--- config.mk ---
export PLATFORM = sky130hd
export DESIGN_NAME = trdb_reg_apb
export DESIGN_NICKNAME = d
export VERILOG_FILES = /design/src/rtl/trdb_reg_apb.sv
export SDC_FILE = /design/constraint.sdc
export NUM_CORES = 1
export LEC_CHECK = 0
export CORE_ASPECT_RATIO = 1.4
export CORE_MARGIN = 3
export CORE_UTILIZATION = 24
export DETAILED_ROUTE_END_ITERATION = 7
export PLACE_DENSITY_LB_ADDON = 0.2
export SLEW_MARGIN = 20
export SYNTH_ARGS = -nofsm -noshare
export SYNTH_HDL_FRONTEND = slang
export SYNTH_SLANG_ARGS = --single-unit
--- constraint.sdc ---
create_clock -name clk_i -period 2.1 [get_ports clk_i]
set_input_delay 0.525 -clock clk_i [delete_from_list [all_inputs] [get_ports clk_i]]
set_output_delay 0.525 -clock clk_i [all_outputs]
set_load 0.02 [all_outputs]
--- src/rtl/trdb_reg_apb.sv ---
// APB register block for the trace debugger: CTRL/CFG/STATUS/FILTER registers and the trace FSM.
// Optional filter channels are built only when TRDB_REG_FILTER_EN is defined.
module trdb_reg_apb #(
  parameter int NUM_CH = 4,
  parameter int ADDR_W = 8
) (
  input  logic                   clk_i,
  input  logic                   rst_ni,
  input  logic                   psel_i,
  input  logic                   penable_i,
  input  logic                   pwrite_i,
  input  logic [ADDR_W-1:0]      paddr_i,
  input  logic [31:0]            pwdata_i,
  output logic [31:0]            prdata_o,
  output logic                   pready_o,
  output logic                   pslverr_o,
  input  logic                   flush_done_i,
  output logic                   trace_enable_o,
  output logic                   trace_activated_o,
  output logic                   nocontext_o,
  output logic                   notime_o,
  output logic                   delta_address_o,
  output logic                   encoder_mode_o,
  output logic [6:0]             configuration_o,
  output logic [NUM_CH*32-1:0]   filter_addr_o
);

  localparam int WW = ADDR_W - 2;

  typedef enum logic [3:0] {
    S_IDLE   = 4'd0,
    S_ACTIVE = 4'd1,
    S_DRAIN  = 4'd2
  } state_e;

  state_e     state_q, state_d;
  logic       enable_q, enable_d;
  logic [3:0] cfg_q, cfg_d;
  logic       cfg_err_q, cfg_err_d;

  logic [WW-1:0] widx;
  logic acc, wr, rd;
  logic sel_ctrl, sel_cfg, sel_stat, sel_filt;
  logic prot_err, activated;
  logic [31:0] rdata;
  logic unused_ok;

  assign widx     = paddr_i[ADDR_W-1:2];
  assign acc      = psel_i & penable_i;
  assign wr       = acc & pwrite_i;
  assign rd       = acc & ~pwrite_i;
  assign sel_ctrl = (widx == WW'(0));
  assign sel_cfg  = (widx == WW'(1));
  assign sel_stat = (widx == WW'(2));
  assign unused_ok = ^{paddr_i[1:0], pwdata_i};

`ifdef TRDB_REG_FILTER_EN
  logic [NUM_CH-1:0][31:0] filter_q, filter_d;
  logic [NUM_CH-1:0]       filt_hit;

  always_comb begin
    for (int i = 0; i < NUM_CH; i++) filt_hit[i] = (widx == WW'(4 + i));
  end
  assign sel_filt = |filt_hit;

  always_comb begin
    filter_d = filter_q;
    for (int i = 0; i < NUM_CH; i++)
      if (wr && filt_hit[i] && state_q == S_IDLE) filter_d[i] = pwdata_i;
  end

  always_ff @(posedge clk_i or negedge rst_ni) begin
    if (!rst_ni) filter_q <= '0;
    else         filter_q <= filter_d;
  end

  assign filter_addr_o = filter_q;
`else
  assign sel_filt      = 1'b0;
  assign filter_addr_o = '0;
`endif

  // Configuration is frozen while tracing runs; attempts are flagged, not applied.
  assign prot_err  = wr & (sel_cfg | sel_filt) & (state_q != S_IDLE);
  assign activated = (state_q == S_ACTIVE) || (state_q == S_DRAIN);

  always_comb begin
    enable_d  = enable_q;
    cfg_d     = cfg_q;
    cfg_err_d = cfg_err_q;
    state_d   = state_q;
    if (wr && sel_ctrl) enable_d = pwdata_i[0];
    if (wr && sel_cfg && state_q == S_IDLE) cfg_d = pwdata_i[3:0];
    if (wr && sel_stat && pwdata_i[1]) cfg_err_d = 1'b0;
    if (prot_err) cfg_err_d = 1'b1;
    case (state_q)
      // Start uses the enable value carried in the same write; stop beats start.
      S_IDLE:   if (wr && sel_ctrl && pwdata_i[1] && !pwdata_i[2] && pwdata_i[0])
                  state_d = S_ACTIVE;
      S_ACTIVE: if (wr && sel_ctrl && (pwdata_i[2] || !pwdata_i[0]))
                  state_d = S_DRAIN;
      S_DRAIN:  if (flush_done_i) state_d = S_IDLE;
      default:  state_d = S_IDLE;
    endcase
  end

  always_ff @(posedge clk_i or negedge rst_ni) begin
    if (!rst_ni) begin
      state_q   <= S_IDLE;
      enable_q  <= 1'b0;
      cfg_q     <= '0;
      cfg_err_q <= 1'b0;
    end else begin
      state_q   <= state_d;
      enable_q  <= enable_d;
      cfg_q     <= cfg_d;
      cfg_err_q <= cfg_err_d;
    end
  end

  always_comb begin
    rdata = '0;
    if (rd) begin
      if (sel_ctrl) rdata = {31'b0, enable_q};
      if (sel_cfg)  rdata = {28'b0, cfg_q};
      if (sel_stat) rdata = {26'b0, state_q, cfg_err_q, activated};
`ifdef TRDB_REG_FILTER_EN
      for (int i = 0; i < NUM_CH; i++)
        if (filt_hit[i]) rdata = filter_q[i];
`endif
    end
  end

  assign prdata_o          = rdata;
  assign pready_o          = 1'b1;
  assign pslverr_o         = prot_err;
  assign trace_enable_o    = enable_q;
  assign trace_activated_o = activated;
  assign nocontext_o       = cfg_q[0];
  assign notime_o          = cfg_q[1];
  assign delta_address_o   = cfg_q[2];
  assign encoder_mode_o    = 1'b0;
  assign configuration_o   = {cfg_q[2], cfg_q[3], 5'b0};

endmodule

# After elaboration in Yosys (flattened, before gate mapping)
# Cells that the tools add are included.
# word_totals
regBits,10
out_inout_bits,175
word_cells,45
# classes
n_eq_ne,7
bitwise,6
muxes,10
reduce_logical,18
# ops
operator,n
2-to-1 mux 32 bit,3
2-to-1 mux 4 bit,3
one-hot mux 4 bit (3 select lines),1
logical AND 1 bit,9
equality test 6 x 1 -> 1 bit (second input constant),1
equality test 6 x 2 -> 1 bit (second input constant),1
zero test 6 bit,1
AND 1 bit,5
equality test 4 x 1 -> 1 bit (second input constant),1
equality test 4 x 2 -> 1 bit (second input constant),1
zero test 4 bit,1
!= test 2 x 1 -> 1 bit (second input constant),2
nonzero test 4 bit,1
2-to-1 mux 1 bit,3
AND reduction 3 bit,1
zero test 1 bit,2
logical OR 1 bit,2
!= test 2 bit (second input constant),1
nonzero test 2 bit,1
NOT 1 bit,1

# Logic depth before layout (Yosys ltp)
# depth
ltp_word,8
mapped_depth,6

# Worst setup path before layout
# No wires, ideal clock.
# synth_timing
kind,in2out
from,input paddr_i[5]
to,output prdata_o[0]
slack_ps,-584
t_required_ps,1575
path_buffers,0
cell_stages,2
t_arrival_ps,2159
path_cell_list,or4_4 a2111oi_0
# synth_between
elab_chain_len,5
# synth_rtl
element,line,text
start: declaration,12,"input logic [ADDR_W-1:0] paddr_i,"
zero test 6 bit,52,assign sel_ctrl = (widx == WW'(0));
2-to-1 mux 1 bit,124,"if (sel_ctrl) rdata = {31'b0, enable_q};"
2-to-1 mux 32 bit,125,"if (sel_cfg) rdata = {28'b0, cfg_q};"
2-to-1 mux 32 bit (*),126,"if (sel_stat) rdata = {26'b0, state_q, cfg_err_q, activated};"
2-to-1 mux 32 bit (*),123,if (rd) begin
end: declaration,14,"output logic [31:0] prdata_o,"
# Mark *: on every way between the ends. The rest lies on a longest branch, timed or not.

# Final worst setup path
# layout_timing
from,input paddr_i[6]
to,output prdata_o[3]
# layout_between
elab_chain_len,4
# layout_rtl
element,line,text
equality test 6 x 1 -> 1 bit,53,assign sel_cfg = (widx == WW'(1));
2-to-1 mux 32 bit,125,
2-to-1 mux 32 bit (*),126,
2-to-1 mux 32 bit (*),123,
# Marked as above.

==> results.sh <==
export IMPL_synthFlopType="dfrtp_1"
export IMPL_synthCells=218
export IMPL_grt_max_degree=9
export IMPL_fill_cells=811
export IMPL_yosysSeqAreaShare=0.111
export IMPL_synthArstFlopShare=1.00
export IMPL_final_cells=363
export IMPL_clk_pin_slew_ns=0.04
export IMPL_synth_top_family_by_area="buffers and inverters"
export IMPL_cts_sinks=8
export IMPL_maxCapViolations=0
export IMPL_period_needed_ns=2.37
export IMPL_final_antenna_net_count=0
export IMPL_cp_max_fo=4
export IMPL_finalSetupTns_ns=-1.25
export IMPL_dieArea_sq_um=8570
export IMPL_p_sw_w=0.000377
export IMPL_power_density_nw_per_um2=399
export IMPL_totalWireLength_microns=3080
export IMPL_synth_mux_area_frac=0.0397
export IMPL_grt_first_pass_wirelength_microns=3740
export IMPL_synth_xor_xnor_area_share=0
export IMPL_ios=221
export IMPL_initial_core_util=0.252
export IMPL_ys_warn_count=0
export IMPL_drive_gt1_frac=0.205
export IMPL_skew_ns=0.00229
export IMPL_setup_slack_ns=-0.270
export IMPL_wl_met1_microns=942
export IMPL_worstSkewPairLatency_ns=0.22
export IMPL_grt_overflow_total=0
export IMPL_port_buffer_count=27
export IMPL_dp_hpwl_microns=2740
export IMPL_top_layer_used="met4"
export IMPL_clockBufferDepth=2
export IMPL_worstSetupStartpointType="input port"
export IMPL_wl_per_cell_microns=8.47
export IMPL_post_route_cell_area_sq_um=1830
export IMPL_critical_path_required_ns=1.57
export IMPL_grt_pass1_vias=769
export IMPL_clkPwrFrac=0.249
export IMPL_finalHoldViolations=0
export IMPL_n_antenna_cell=0
export IMPL_report_final_slew_viol_count=0
export IMPL_pwr_share_seq=0.229
export IMPL_cts_tree="built"
export IMPL_synthDistinctLibCells=24
export IMPL_p_leak_nw=1.05
export IMPL_grt_setup_unrepaired="true"
export IMPL_dr_total_vias=1024
export IMPL_synth_cell_area_sq_um=1800
export IMPL_finalSetupViolations=5
export IMPL_die_w_microns=79.1
export IMPL_max_freq_mhz=422
export IMPL_firstDrtPassIters=2
export IMPL_core_area_sq_um=7120
export IMPL_vias_per_cell=2.82
export IMPL_status="finished with violations"
export IMPL_numCtsBuffers=3
export IMPL_synth_edf_count=0
export IMPL_placed_area_sq_um=1720
export IMPL_peakVddDrop_mv=0.193
export IMPL_pwr_share_comb=0.522
export IMPL_synth_area_per_cell_sq_um=8.24
export IMPL_cts_hold_buf=0
export IMPL_synth_compound_area_share=0.0432
export IMPL_met3_wirelength_microns=480
export IMPL_num_rows=36
export IMPL_crit_path_end_kind="output pin"
export IMPL_dr_wl_met2_microns=1640
export IMPL_htree_levels=1
export IMPL_p_int_w=0.000353
export IMPL_violations="negative setup slack"
export IMPL_die_height_microns=108
export IMPL_synth_seq_cells=8
export IMPL_grt_usage=0.0567
export IMPL_nets=319
export IMPL_antenna_found_initial=0
export IMPL_hold_path_class="flop to flop"
export IMPL_power_switching_share=0.517
export IMPL_place_congestion=0.700
export IMPL_drcViolationCount=0
export IMPL_fin_crit_sh=1.13
export IMPL_cts_root_buf="clkbuf_8"
export IMPL_drt_initial_drc_count=7
export IMPL_path_class="input port to output pin"
export IMPL_dp_cells=355
export IMPL_synth_fa_ha_area_frac=0.0209
export IMPL_synth_simple_area_share=0.0822
export IMPL_pre_cts_slack_ns=-1.14
export IMPL_area_growth_pct=2.02
export IMPL_worstPathArrival_ns=1.84
-- layout by cell type (no fill, tap or decap), types with 2 or more instances in the layout --
| master | n |
|---|---|
| a22oi_1 | 2 |
| a22oi_2 | 2 |
| buf_2 | 2 |
| buf_4 | 22 |
| buf_6 | 7 |
| clkbuf_8 | 3 |
| clkdlybuf4s50_1 | 15 |
| conb_1 | 163 |
| dfrtp_1 | 8 |
| dlygate4sd2_1 | 3 |
| ha_1 | 3 |
| inv_1 | 6 |
| mux2_4 | 4 |
| nor2_1 | 3 |
| nor2_2 | 3 |
| nor2b_1 | 2 |
-- cells in the mapped netlist, types with 2 or more instances --
library cell / count / area share
ha_1: 3 / 0.021
nor2b_1: 2 / 0.0070
dfrtp_1: 8 / 0.11
a22oi_1: 4 / 0.017
buf_4: 164 / 0.69
nand2_1: 2 / 0.0042
and3_1: 2 / 0.0070
nor2_1: 7 / 0.015
conb_1: 2 / 0.0042
mux2_4: 4 / 0.033
nor3_1: 2 / 0.0056
inv_1: 6 / 0.013
-- area by class of cell --
| class | instances | area, sq um | area share |
|---|---|---|---|
| Clock buffer | 3 | 41.3 | 0.0225 |
| Inverter | 6 | 22.5 | 0.0123 |
| Multi-Input combinational cell | 201 | 1010 | 0.551 |
| Sequential cell | 8 | 200 | 0.109 |
| Tap cell | 95 | 119 | 0.0649 |
| Timing Repair Buffer | 50 | 440 | 0.240 |
-- worst max-delay path, stage by stage --
cell,delay [ns]
buf_6,0.09
or4_4,0.57
nor3b_4,0.22
buf_6,0.13
a22oi_2,0.05
nor2_2,0.13
buf_6,0.13
-- state kept, by name, summed over array words and instances (netlist names) --
| signal | cells |
|---|---|
| cfg_q | 4 |
| state_q | 2 |
| cfg_err_q | 1 |
| trace_enable_o | 1 |
-- kinds of logic (layout without fill, tap and decap cells) --
logic type | count (synthesis) | after routing
buffers and inverters | 170 | 59
muxes | 5 | 5
and+or+nand+nor | 20 | 20
adders and majority gates | 3 | 3
DFF | 8 | 8
AOI/OAI and AO/OA | 10 | 10
other | 2 | 163
-- power groups by stage --
stage,sequential [W],combinational [W],clock (W)
after floorplan,0.000174,0.000523,0
after global placement,0.000169,0.000373,0
after detailed placement,0.000169,0.000372,0
after CTS,0.000168,0.000373,0.000189
after global routing,0.000168,0.000408,0.000197
final,0.000167,0.000381,0.000182
-- through the flow --
| stage | power (W) | util | hold slack [ns] |
|---|---|---|---|
| after detailed placement | 0.000542 | 0.242 | 0.520 |
| final | 0.000730 | 0.257 | 0.533 |
| after CTS | 0.000729 | 0.255 | 0.539 |
| after global routing | 0.000774 | 0.257 | 0.551 |
| after floorplan | 0.000697 | - | 0.229 |
| after global placement | 0.000542 | 0.242 | 0.516 |
-- what timing repair did --
action                     in CTS  in global routing
setup endpoints to repair      13                  6
gates resized for setup        51                  2
pin swaps                       5                  0
buffers inserted                4                  1
-- routing by layer --
metal | track usage | vias up
met2 | 0.104 | 112
met3 | 0.0142 | 2
li1 | - | 461
met5 | 0 | -
met4 | 0.0184 | 0
met1 | 0.0636 | 449
-- path summary, 6_finish.rpt --
check                         endpoint  slack [ns]  cells after the start        from
min reg2reg                  cfg_err_q        0.53                      2   cfg_err_q
max reg2reg                 state_q[0]        0.62                      7  state_q[0]
max in group asynchronous     cfg_q[1]        1.21                      1      rst_ni
min                          cfg_err_q        0.53                      2   cfg_err_q
min in group asynchronous     cfg_q[3]        0.60                      1      rst_ni
max                        prdata_o[3]       -0.27                      7  paddr_i[6]
No activity file was read; power rests on OpenSTA's default activity.
